**config.mk**
```make
export PLATFORM = sky130hd
export DESIGN_NAME = mult_div_unit
export DESIGN_NICKNAME = d
export VERILOG_FILES = /design/src/rtl/mult_div_unit.sv
export SDC_FILE = /design/constraint.sdc
export NUM_CORES = 1
export LEC_CHECK = 0
export CELL_PAD_IN_SITES_DETAIL_PLACEMENT = 1
export CELL_PAD_IN_SITES_GLOBAL_PLACEMENT = 1
export CORE_MARGIN = 2
export CORE_UTILIZATION = 40
export DETAILED_ROUTE_END_ITERATION = 10
export PLACE_DENSITY_LB_ADDON = 0.1
export SYNTH_ARGS = -nofsm -noshare
export SYNTH_HDL_FRONTEND = slang
export SYNTH_SLANG_ARGS = --single-unit
```
**constraint.sdc**
```tcl
create_clock -name clk -period 4 [get_ports clk]
set_input_delay 1 -clock clk [delete_from_list [all_inputs] [get_ports clk]]
set_output_delay 1 -clock clk [all_outputs]
set_load 0.05 [all_outputs]
```
**src/rtl/mult_div_unit.sv**
```systemverilog
// rtl/mult_div_unit.sv - iterative MULT/MULTU/DIV/DIVU unit with private HI/LO; divider built only when MDU_DIV_EN is defined
module mult_div_unit #(
    parameter int WIDTH = 32
) (
    input  logic             clk,
    input  logic             reset,
    input  logic             start,
    input  logic [1:0]       op,
    input  logic [WIDTH-1:0] in1,
    input  logic [WIDTH-1:0] in2,
    input  logic             mthi,
    input  logic             mtlo,
    input  logic [WIDTH-1:0] wdata,
    output logic             busy,
    output logic             done,
    output logic [WIDTH-1:0] hi,
    output logic [WIDTH-1:0] lo
);

    localparam int            CW       = (WIDTH > 1) ? $clog2(WIDTH) : 1;
    localparam logic [CW-1:0] CNT_LAST = CW'(WIDTH - 1);

    typedef enum logic [1:0] {
        S_IDLE = 2'd0,
        S_CALC = 2'd1,
        S_FIX  = 2'd2
    } state_t;

    state_t               state_q, state_d;
    logic [CW-1:0]        cnt_q, cnt_d;
    // Multiply: {partial product, remaining multiplier}. Divide: {remainder, dividend/quotient}.
    logic [2*WIDTH-1:0]   acc_q, acc_d;
    // Multiplicand magnitude for multiplies, divisor magnitude for divides.
    logic [WIDTH-1:0]     mcand_q, mcand_d;
    logic                 neg1_q, neg1_d;
    logic                 neg2_q, neg2_d;
    logic [WIDTH-1:0]     hi_q, hi_d;
    logic [WIDTH-1:0]     lo_q, lo_d;
    logic                 done_q, done_d;
`ifdef MDU_DIV_EN
    logic                 div_q, div_d;
    // Raw dividend kept for the divide-by-zero result (HI = original rs).
    logic [WIDTH-1:0]     in1_raw_q, in1_raw_d;
`endif

    logic                 accept;
    logic                 is_signed;
    logic                 in1_neg;
    logic                 in2_neg;
    logic [WIDTH-1:0]     in1_mag;
    logic [WIDTH-1:0]     in2_mag;
    logic [WIDTH:0]       mul_sum;
    logic [2*WIDTH-1:0]   mul_step;
    logic [2*WIDTH-1:0]   product;

    assign is_signed = ~op[0];
    assign in1_neg   = is_signed & in1[WIDTH-1];
    assign in2_neg   = is_signed & in2[WIDTH-1];
    assign in1_mag   = in1_neg ? -in1 : in1;
    assign in2_mag   = in2_neg ? -in2 : in2;

`ifdef MDU_DIV_EN
    assign accept = start && (state_q == S_IDLE);
`else
    // Without the divider, divide opcodes are simply not accepted.
    assign accept = start && (state_q == S_IDLE) && !op[1];
`endif

    // One radix-2 shift-add step; the carry out of the add becomes the new MSB.
    assign mul_sum  = {1'b0, acc_q[2*WIDTH-1:WIDTH]}
                    + {1'b0, (acc_q[0] ? mcand_q : {WIDTH{1'b0}})};
    assign mul_step = {mul_sum, acc_q[WIDTH-1:1]};
    assign product  = (neg1_q ^ neg2_q) ? -acc_q : acc_q;

`ifdef MDU_DIV_EN
    logic [WIDTH:0]       div_shift;
    logic                 div_ge;
    logic [WIDTH-1:0]     div_rem;
    logic [2*WIDTH-1:0]   div_step;
    logic [WIDTH-1:0]     quot_fix;
    logic [WIDTH-1:0]     rem_fix;

    // One restoring step: shift in the next dividend bit, subtract if it fits.
    assign div_shift = {acc_q[2*WIDTH-1:WIDTH], acc_q[WIDTH-1]};
    assign div_ge    = div_shift >= {1'b0, mcand_q};
    assign div_rem   = div_ge ? WIDTH'(div_shift - {1'b0, mcand_q}) : div_shift[WIDTH-1:0];
    assign div_step  = {div_rem, acc_q[WIDTH-2:0], div_ge};

    // Quotient negated on sign mismatch; remainder follows the dividend's sign.
    assign quot_fix  = (neg1_q ^ neg2_q) ? -acc_q[WIDTH-1:0] : acc_q[WIDTH-1:0];
    assign rem_fix   = neg1_q ? -acc_q[2*WIDTH-1:WIDTH] : acc_q[2*WIDTH-1:WIDTH];
`endif

    // Sequencer: IDLE -> CALC on accepted start, CALC -> FIX after WIDTH steps, FIX -> IDLE.
    always_comb begin
        state_d = state_q;
        cnt_d   = cnt_q;
        case (state_q)
            S_IDLE: begin
                if (accept) begin
                    state_d = S_CALC;
                    cnt_d   = '0;
                end
            end
            S_CALC: begin
                if (cnt_q == CNT_LAST) begin
                    state_d = S_FIX;
                    cnt_d   = '0;
                end else begin
                    cnt_d = cnt_q + CW'(1);
                end
            end
            S_FIX: begin
                state_d = S_IDLE;
            end
            default: begin
                state_d = S_IDLE;
                cnt_d   = '0;
            end
        endcase
    end

    // Datapath: operand capture, per-cycle iteration, sign fix-up and HI/LO writes.
    always_comb begin
        acc_d     = acc_q;
        mcand_d   = mcand_q;
        neg1_d    = neg1_q;
        neg2_d    = neg2_q;
        hi_d      = hi_q;
        lo_d      = lo_q;
        done_d    = (state_q == S_FIX);
`ifdef MDU_DIV_EN
        div_d     = div_q;
        in1_raw_d = in1_raw_q;
`endif
        case (state_q)
            S_IDLE: begin
                if (accept) begin
                    neg1_d = in1_neg;
                    neg2_d = in2_neg;
`ifdef MDU_DIV_EN
                    div_d     = op[1];
                    in1_raw_d = in1;
                    if (op[1]) begin
                        acc_d   = {{WIDTH{1'b0}}, in1_mag};
                        mcand_d = in2_mag;
                    end else begin
                        acc_d   = {{WIDTH{1'b0}}, in2_mag};
                        mcand_d = in1_mag;
                    end
`else
                    acc_d   = {{WIDTH{1'b0}}, in2_mag};
                    mcand_d = in1_mag;
`endif
                end else begin
                    // A move coinciding with an accepted start is dropped.
                    if (mthi) begin
                        hi_d = wdata;
                    end
                    if (mtlo) begin
                        lo_d = wdata;
                    end
                end
            end
            S_CALC: begin
`ifdef MDU_DIV_EN
                acc_d = div_q ? div_step : mul_step;
`else
                acc_d = mul_step;
`endif
            end
            S_FIX: begin
`ifdef MDU_DIV_EN
                if (div_q) begin
                    if (mcand_q == '0) begin
                        hi_d = in1_raw_q;
                        lo_d = '1;
                    end else begin
                        hi_d = rem_fix;
                        lo_d = quot_fix;
                    end
                end else begin
                    hi_d = product[2*WIDTH-1:WIDTH];
                    lo_d = product[WIDTH-1:0];
                end
`else
                hi_d = product[2*WIDTH-1:WIDTH];
                lo_d = product[WIDTH-1:0];
`endif
            end
            default: begin
            end
        endcase
    end

    // State registers; reset discards any operation in flight and clears HI/LO.
    always_ff @(posedge clk) begin
        if (reset) begin
            state_q   <= S_IDLE;
            cnt_q     <= '0;
            acc_q     <= '0;
            mcand_q   <= '0;
            neg1_q    <= 1'b0;
            neg2_q    <= 1'b0;
            hi_q      <= '0;
            lo_q      <= '0;
            done_q    <= 1'b0;
`ifdef MDU_DIV_EN
            div_q     <= 1'b0;
            in1_raw_q <= '0;
`endif
        end else begin
            state_q   <= state_d;
            cnt_q     <= cnt_d;
            acc_q     <= acc_d;
            mcand_q   <= mcand_d;
            neg1_q    <= neg1_d;
            neg2_q    <= neg2_d;
            hi_q      <= hi_d;
            lo_q      <= lo_d;
            done_q    <= done_d;
`ifdef MDU_DIV_EN
            div_q     <= div_d;
            in1_raw_q <= in1_raw_d;
`endif
        end
    end

    assign busy = (state_q != S_IDLE);
    assign done = done_q;
    assign hi   = hi_q;
    assign lo   = lo_q;

endmodule

```
==> flow_summary_export.csv <==
group,metric,value,unit
placed_design,globalplace.congestion,0.8937,
floorplanning,initial_core_util,40.46,%
drt,drt_iter0_drc,780,
finish,areaGrowthSynthToFinish,24.97,%
synth,seq_area_frac_synth,31.47,%
cts,clk_pin_slew,80,ps
floorplanning,ios,169,
global_routing,grt_first_pass_wirelength,59550,µm
timing,holdWs,467.5,ps
run_status,run_status,"completed",
synth,syn_nets,1556,
synth,synth-seq-cells,170,
timing,finalMaxSlewViolations,0,
worst_setup_path,ff2ff_setup_slack,350,ps
cts,ctsResizeCount,0,
worst_setup_path,crit_path_cell_trace,"or4_4 -> or3_1 -> or4b_4 -> nor4_4 -> nand3_2 -> o21ai_1 -> xnor2_1 -> nor2_1 -> a2111oi_0",
synth,yosysWarnings,0,
cts,cts-root-buf,"clkbuf_16",
run,drv_cap,0,
timing,min_period,3648,ps
drt,drc_errors,0,
placed_design,dp_cells,1863,
floorplanning,row_count,60,
drt,wirelength,37940,µm
drt,vias_per_cell,5.757,
synth,synth_area,10810,µm²
timing,worst_slew_pin_slew,1027,ps
worst_setup_path,path_depth,9,
cts,cts_hold_buf,0,
cts,cts_setup_buffers,0,
cts,clk_latency,440,ps
worst_setup_path,cpLargestDelayFamily,"simple AND/OR/NAND/NOR gates",
timing,fin_skew,13.46,ps
power_and_ir_drop,max-vdd-ir-drop,0.3252,mV
synth,synth_edf_count,0,
worst_hold_path,hp-class,"reg -> reg",
synth,synth_area_leaders,"dfxtp_1 (31%), a21oi_1 (6.9%), nor2_1 (6.5%)",
global_routing,gr-total-overflow,0,
drt,wl_per_cell,20.02,µm
synth,yosysMostFrequentCell,"nor2_1",
drt,first_pass_iters,7,
finish,fillers,3269,
synth,synth_common_cells,"nor2_1 (186), dfxtp_1 (170), a21oi_1 (148), nand2_1 (126), clkbuf_1 (85)",
worst_setup_path,slowest_stage,"or4b_4",
finish,diodes,0,
finish,final_cells,1895,
global_routing,grt_use_total,26.47,%
floorplanning,coreArea,26730,µm²
synth,ys_async_sr_fraction,0,%
floorplanning,dieWidth,168.4,µm
floorplanning,dieHeight,168.4,µm
timing,worst_slack,351.7,ps
synth,yosys.area.top_type,"dfxtp_1",
timing,timing.final.hold_violations,0,
finish,seqCellArea,3403,µm²
worst_setup_path,r2r_cells,9,
power_and_ir_drop,p_per_area,348.3,nW/µm²
cts,clockBufferDepth,2,
timing,finalSetupViolCount,0,
worst_hold_path,min_to,"cnt_q[3]$_SDFFE_PP0P_",
worst_hold_path,hold_start,"cnt_q[3]$_SDFFE_PP0P_",
cts,cts_max_level,4,
worst_setup_path,critPathKind,"reg -> reg",
finish,multi_input_area,7009,µm²
synth,syn_inst,1415,
worst_setup_path,reg2reg_to,"hi[31]$_SDFFE_PP0P_",
drt,route.vias.total,10910,
worst_setup_path,critPathMaxStageDelay,620,ps
timing,fin_crit_sh,91.21,%
timing,setup_tns,0,ps
cts,cts_made_buffers,17,
placed_design,numPortBuffers,168,
placed_design,dp_slack,171.6,ps
worst_setup_path,r2r-start,"acc_q[7]$_SDFFE_PP0P_",
worst_setup_path,worstSetupStartpointType,"flip-flop",
worst_setup_path,cp-end-kind,"flip-flop",
worst_setup_path,crit_fanout,9,
finish,nets,1682,
global_routing,grt_pass1_vias,10650,
worst_setup_path,crit_buf_inv,0,
worst_setup_path,cp.arrival,3940,ps
timing,maxClockFrequency,274.1,MHz
floorplanning,die-area,28360,µm²
power_and_ir_drop,leakage,5.111,nW
synth,synth_top_area_share,31.47,%
global_routing,grt_start_max_net_pins,90,
timing,rsz0062_at_grt,"no",
timing,slew_headroom,31.45,%
drt,antenna_left,0,
finish,drive_above_1_share,5.534,%
synth,synthFlopType,"dfxtp_1",
synth,avgSynthCellArea,7.642,µm²
placed_design,dp_hpwl,29240,µm
cts,clock_sinks,170,
worst_hold_path,hold_depth,1,
synth,synth.distinct_cells,62,
cts,cts_tree,"yes",
global_routing,antenna_found_initial,0,
worst_setup_path,crit_required,4290,ps
kinds of logic (layout without fill, tap and decap cells):
group / count (synthesis) / in the layout / share of synthesized area, %
xor+xnor: 146 / 146 / 11.83
mux: 1 / 1 / 0.09257
flops: 170 / 170 / 31.47
compound gates: 451 / 451 / 26.81
buf+inv: 120 / 259 / 4.177
fa+ha+maj: 38 / 38 / 4.467
simple gates: 489 / 489 / 21.15
layout by cell type (no fill, tap or decap), drive strengths merged, types with 37 or more instances in the layout:
cell type and instances:
o21ai 73, nor2 186, dfxtp 170, xnor2 75, nand2 126, xor2 71
a21oi 148, a211oi 64, clkdlybuf4s50 167, and2 37, ha 37, a22oi 38
where the power goes:
part | switching [mW] | internal, mW | total (mW)
registers | 0.0902 | 1.78 | 1.87
clock network | 0.826 | 0.961 | 1.79
logic | 0.650 | 0.397 | 1.05
state kept, by name, indices dropped and copies added (netlist names):
register	count
acc_q	64
hi	32
lo	32
mcand_q	32
cnt_q	5
state_q	2
done	1
neg1_q	1
neg2_q	1
worst reg2reg max path, stage by stage, from the launching register on:
cell	delay (ps)
dfxtp_1	390
or4_4	570
or3_1	480
or4b_4	620
nor4_4	430
nand3_2	170
o21ai_1	180
xnor2_1	140
nor2_1	70
a2111oi_0	450
metrics by stage:
| step | cell area, µm² | power, mW | util (%) |
|---|---|---|---|
| after global placement | 12880 | 2.931 | 48.21 |
| final | 13510 | 4.706 | 50.56 |
| after floorplan | 10810 | 2.520 | - |
| after global routing | 13510 | 4.901 | 50.56 |
| after detailed placement | 12880 | 2.949 | 48.21 |
| after CTS | 13510 | 4.727 | 50.56 |
worst max-delay path by stage:
stage,startpoint,endpoint
global placement,in1[12],mcand_q[23]$_SDFFE_PP0P_
finish,acc_q[7]$_SDFFE_PP0P_,hi[31]$_SDFFE_PP0P_
floorplan,acc_q[0]$_SDFFE_PP0P_,acc_q[61]$_SDFFE_PP0P_
CTS,acc_q[7]$_SDFFE_PP0P_,hi[31]$_SDFFE_PP0P_
detailed placement,in2[3],acc_q[27]$_SDFFE_PP0P_
global route,acc_q[0]$_SDFFE_PP0P_,acc_q[63]$_SDFFE_PP0P_
routing by layer:
metal / global-route usage [%] / vias to the layer above / part of all wire, %
li1: - / 5318 / -
met1: 38.96 / 5308 / 50
met2: 41.55 / 250 / 44
met3: 3.150 / 33 / 4.1
met4: 5.547 / 0 / 1.4
met5: 0 / - / 0
cell type report:
type	count	area share, %
clock buffers	17	3.148
clock inverters	15	1.500
inverters	27	0.7500
multi-input cells	1125	51.87
flip-flops and latches	170	25.19
well taps	341	3.157
repair buffers	200	14.39
(Power assumes the default switching activity.)
